==> config.mk <==
export PLATFORM = sky130hd
export DESIGN_NAME = cpu65xx_intctl
export DESIGN_NICKNAME = d
export VERILOG_FILES = /design/src/rtl/cpu65xx_intctl.sv
export SDC_FILE = /design/constraint.sdc
export NUM_CORES = 1
export LEC_CHECK = 0
export ABC_AREA = 1
export ABC_CLOCK_PERIOD_IN_PS = 3600
export CORE_MARGIN = 5
export CORE_UTILIZATION = 34
export DETAILED_ROUTE_END_ITERATION = 10
export PLACE_DENSITY = 0.6
export SLEW_MARGIN = 20
export SYNTH_ARGS = -nofsm -noshare
export SYNTH_HDL_FRONTEND = slang
export SYNTH_SLANG_ARGS = --single-unit
export TNS_END_PERCENT = 100
==> constraint.sdc <==
create_clock -name Clk -period 3.6 [get_ports Clk]
set_clock_uncertainty 0.2 [all_clocks]
set_input_delay 0.72 -clock Clk [delete_from_list [all_inputs] [get_ports Clk]]
set_output_delay 0.72 -clock Clk [all_outputs]
set_load 0.1 [all_outputs]
==> src/rtl/cpu65xx_intctl.sv <==
// Conditions the async interrupt/control pins for cpu65xx_core: synchronisers, NMI/S.O.
// edge detect, stretched core reset and a prioritised poll/acknowledge interrupt request.
module cpu65xx_intctl #(
  parameter int pSyncStages = 2,
  parameter int pResetHold  = 7
) (
  input  logic Clk,
  input  logic Rst_n,
  input  logic Irq_n,
  input  logic Nmi_n,
  input  logic So_n,
  input  logic Rdy,
  input  logic IrqMask,
  input  logic PollEn,
  input  logic IntAck,
  output logic CoreRst,
  output logic RdySync,
  output logic IntPend,
  output logic IntIsNmi,
  output logic SoPulse
);

  localparam logic [7:0] LP_HOLD = 8'(pResetHold);

  typedef enum logic {ST_IDLE, ST_PEND} state_t;

  logic [pSyncStages-1:0] r_irq_sync, r_nmi_sync, r_so_sync, r_rdy_sync;
  logic                   r_nmi_prev, r_so_prev;
  logic [7:0]             r_rst_cnt;
  logic                   r_nmi_latch, r_int_pend, r_int_is_nmi, r_so_pulse;
  state_t                 r_state;

  logic w_irq_s, w_nmi_s, w_so_s;
  logic w_nmi_fall, w_so_fall, w_core_rst, w_irq_req, w_nmi_clr;

  // Synchroniser chains: inactive pin levels are loaded during reset.
  always_ff @(posedge Clk) begin
    if (!Rst_n) begin
      r_irq_sync <= '1;
      r_nmi_sync <= '1;
      r_so_sync  <= '1;
      r_rdy_sync <= '0;
      r_nmi_prev <= 1'b1;
      r_so_prev  <= 1'b1;
    end else begin
      r_irq_sync <= {r_irq_sync[pSyncStages-2:0], Irq_n};
      r_nmi_sync <= {r_nmi_sync[pSyncStages-2:0], Nmi_n};
      r_so_sync  <= {r_so_sync[pSyncStages-2:0], So_n};
      r_rdy_sync <= {r_rdy_sync[pSyncStages-2:0], Rdy};
      r_nmi_prev <= w_nmi_s;
      r_so_prev  <= w_so_s;
    end
  end

  assign w_irq_s    = r_irq_sync[pSyncStages-1];
  assign w_nmi_s    = r_nmi_sync[pSyncStages-1];
  assign w_so_s     = r_so_sync[pSyncStages-1];
  assign w_nmi_fall = r_nmi_prev & ~w_nmi_s;
  assign w_so_fall  = r_so_prev & ~w_so_s;

  always_ff @(posedge Clk) begin
    if (!Rst_n)
      r_rst_cnt <= LP_HOLD;
    else if (r_rst_cnt != 8'd0)
      r_rst_cnt <= r_rst_cnt - 8'd1;
  end

  assign w_core_rst = ~Rst_n | (r_rst_cnt != 8'd0);
  assign w_irq_req  = ~w_irq_s & ~IrqMask;
  assign w_nmi_clr  = IntAck & (r_state == ST_PEND) & r_int_is_nmi;

  // A new NMI edge beats a simultaneous acknowledge so it is never lost.
  always_ff @(posedge Clk) begin
    if (w_core_rst) begin
      r_state      <= ST_IDLE;
      r_nmi_latch  <= 1'b0;
      r_int_pend   <= 1'b0;
      r_int_is_nmi <= 1'b0;
      r_so_pulse   <= 1'b0;
    end else begin
      r_so_pulse <= w_so_fall;
      if (w_nmi_fall)
        r_nmi_latch <= 1'b1;
      else if (w_nmi_clr)
        r_nmi_latch <= 1'b0;
      case (r_state)
        ST_IDLE: begin
          if (PollEn && r_rdy_sync[pSyncStages-1] && (r_nmi_latch || w_irq_req)) begin
            r_state      <= ST_PEND;
            r_int_pend   <= 1'b1;
            r_int_is_nmi <= r_nmi_latch;
          end
        end
        ST_PEND: begin
          if (IntAck) begin
            r_state      <= ST_IDLE;
            r_int_pend   <= 1'b0;
            r_int_is_nmi <= 1'b0;
          end else if (r_nmi_latch || w_nmi_fall) begin
            r_int_is_nmi <= 1'b1;
          end
        end
        default: r_state <= ST_IDLE;
      endcase
    end
  end

  assign CoreRst  = w_core_rst;
  assign RdySync  = r_rdy_sync[pSyncStages-1];
  assign IntPend  = r_int_pend;
  assign IntIsNmi = r_int_is_nmi;
  assign SoPulse  = r_so_pulse;

endmodule
==> key figures <==
STA
  – Maximum clock frequency: 367 MHz
  – Final hold vios: 0
  – Fin. max-slew vios: 0
  – Worst Tran Pin Value: 0.374 ns
  – Final setup violating endpoints: 0
  – Final worst slack: 0.873 ns
  – Setup TNS: 0 ns
  – RSZ-0062 raised after global routing: false
  – Relative max-transition margin: 0.750
  – Tmin final: 2.73 ns
  – Fin crit share: 0.758

GRT
  – Vias in the first global route: 700
  – First-pass GRT wire length: 2820 um
  – Total track usage: 0.0860
  – GRT Residual Overflow: 0
  – Largest net degree at the start of global routing: 14
  – Antenna violations before repair: 0

Floorplan
  – Die H: 62.8 um
  – DIE AREA: 3940 um^2
  – Core area: 2710 um^2
  – Initial core utilization: 0.349
  – Num ports: 14
  – Die width: 62.8 um
  – Row count: 19

Yosys
  – Syn avg cell area: 8.77 um^2
  – Synth area leaders: dfxtp_1 (49%), nand2_1 (6.3%), inv_1 (5.9%)
  – Synth async-reset ratio: 0
  – Number of library cell types mapped by synthesis: 23
  – Dominant cell type by area after synthesis: dfxtp_1
  – Top_reg_cell synth: dfxtp_1
  – Synth cell count leaders: dfxtp_1 (23), nand2_1 (16), inv_1 (15), nor2_1 (9), or2_2 (6)
  – Seq/Total Area, Yosys: 0.486
  – Synth Instances: 108
  – Synthesized area: 947 um^2
  – FF+latch count, synth: 23
  – Number of synthesized flops with an enable pin: 0
  – Synth Warn #: 0
  – Most frequent cell after synthesis: dfxtp_1
  – Synth top area share: 0.486
  – Syn nets: 119

Drt
  – Post-route ant nets: 0
  – Residual DRC: 0
  – Wire per inst: 9.80 um
  – Vias: 678
  – 1st-iter DRT viols: 14
  – Drt total wl: 1520 um
  – Via density: 4.37
  – TritonRoute pass-1 iters: 3

Placed design
  – Post-place setup slack: 0.869 ns
  – Placed cell area: 1100 um^2
  – Port buffer count: 13
  – GP Congestion: 0.704
  – Placed Cells: 151
  – Dpl hpwl: 1200 um

Pwr
  – PwrDens: 477 nW/um^2
  – Worst IR Drop VDD: 0.000220 V
  – Pleak: 0.504 nW
  – Tot Pwr: 0.000536 W

CTS
  – Worst-skew pair later-pin latency: 0.30 ns
  – CTS Sinks: 23
  – CTS Buf Count: 3
  – Post-CTS Setup Inserts: 0
  – Post-CTS Resized: 0
  – Clk slew on worst S/H paths: 0.12 ns
  – CTS Buffer Depth: 2
  – CTS Hold Bufs: 0
  – CTS tree: yes
  – Root Buffer: clkbuf_4
  – H-tree depth: 1

Outcome
  – Run status: finished, final reports clean

Setup path
  – CP endpoint kind: output port
  – Critical-path top delay cell: clkdlybuf4s50_1
  – CP Data Arrival Time: 1.81 ns
  – Worst reg2reg setup slack: 2.13 ns
  – CP required: 2.68 ns
  – FF-to-FF Start: r_rst_cnt[0]
  – Worst-path cell chain: clkdlybuf4s50_1 > nand2_4 > buf_4
  – Worst Setup Start Kind: input port
  – Critical Path Fanout Max: 8
  – CP peak stage delay: 0.60 ns
  – CP Launch Point: Rst_n
  – Setup CP Type: in2out

Finish
  – Number of antenna diodes: 0
  – Fin area: 1120 um^2
  – Share of cells above drive strength 1: 0.250
  – Final non-filler cell total: 155
  – Layout Area Growth over Synthesis: 18.6%
  – Fin nets: 136

Worst hold path
  – Hold crit path type: reg2reg
  – Worst hold start: r_nmi_sync[0]

Job
  – Max_cap viols: 0
[where the power goes]
part	internal (W)	switching, W
clock	0.0000414	0.0000759
sequential	0.000278	0.0000153
combinational	0.0000507	0.0000747
total	0.000370	0.000166
[sequential cells by signal, indices dropped and copies added (netlist names)]
name	count
r_state	1
r_nmi_latch	1
r_irq_sync	2
r_nmi_prev	1
SoPulse	1
r_rst_cnt	8
IntPend	1
r_nmi_sync	2
r_so_sync	2
r_so_prev	1
IntIsNmi	1
r_rdy_sync	2
[area by class of cell]
type                            instances  area (um^2)
Fill cell                             287         1590
Sequential cell                        23          460
Multi-Input combinational cell         66          412
Timing Repair Buffer                   13          118
Inverter                               18         67.6
Tap cell                               31         38.8
Clock buffer                            3         22.5
Clock inverter                          1         5.00
[cells by family (layout without fill, tap and decap cells)]
group,count (synthesis),count (layout),share of synthesized area
buf+inv,19,35,0.0793
simple gates,48,48,0.300
fa+ha+maj,2,2,0.0264
compound gates,13,13,0.0806
xor+xnor,3,3,0.0277
flops,23,23,0.486
[worst max-delay path, delay by kind of cell]
kind	cells	cell delay, ns
AND/OR/NAND/NOR	1	0.19
buffers and inverters	2	0.90
[path summary, 6_finish.rpt]
kind                                 endpoint  cells after the start
worst max-delay path                  CoreRst                      3
worst min-delay path            r_nmi_sync[1]                      1
worst max register to register   r_rst_cnt[1]                      7
worst min register to register  r_nmi_sync[1]                      1
[cell usage in the layout, fill, tap and decap left out, drive strengths merged]
cell type | netlist | final
clkbuf | 0 | 3
nand2 | 18 | 18
inv | 18 | 18
clkdlybuf4s50 | 0 | 8
nand3 | 5 | 5
buf | 1 | 5
nor3b | 1 | 1
ha | 2 | 2
a21oi | 7 | 7
dfxtp | 23 | 23
xnor2 | 2 | 2
o21ai | 6 | 6
clkinv | 0 | 1
nand4 | 3 | 3
xor2 | 1 | 1
or2 | 7 | 7
nor2 | 14 | 14
[metrics by stage]
stage / hold WS [ns] / util
6_report: 0.232 / 0.415
5_1_grt: 0.254 / 0.415
4_1_cts: 0.235 / 0.415
3_5_place_dp: 0.204 / 0.404
3_3_place_gp: 0.195 / 0.404
2_1_floorplan: 0.190 / -
[layer usage]
layer	up-vias	global-route usage	wire length, um
met5	-	0	0
met4	0	0.0398	10
met3	2	0.0198	48
met2	7	0.139	732
met1	303	0.108	728
li1	366	-	-
Power figures use the tool's default switching activity.
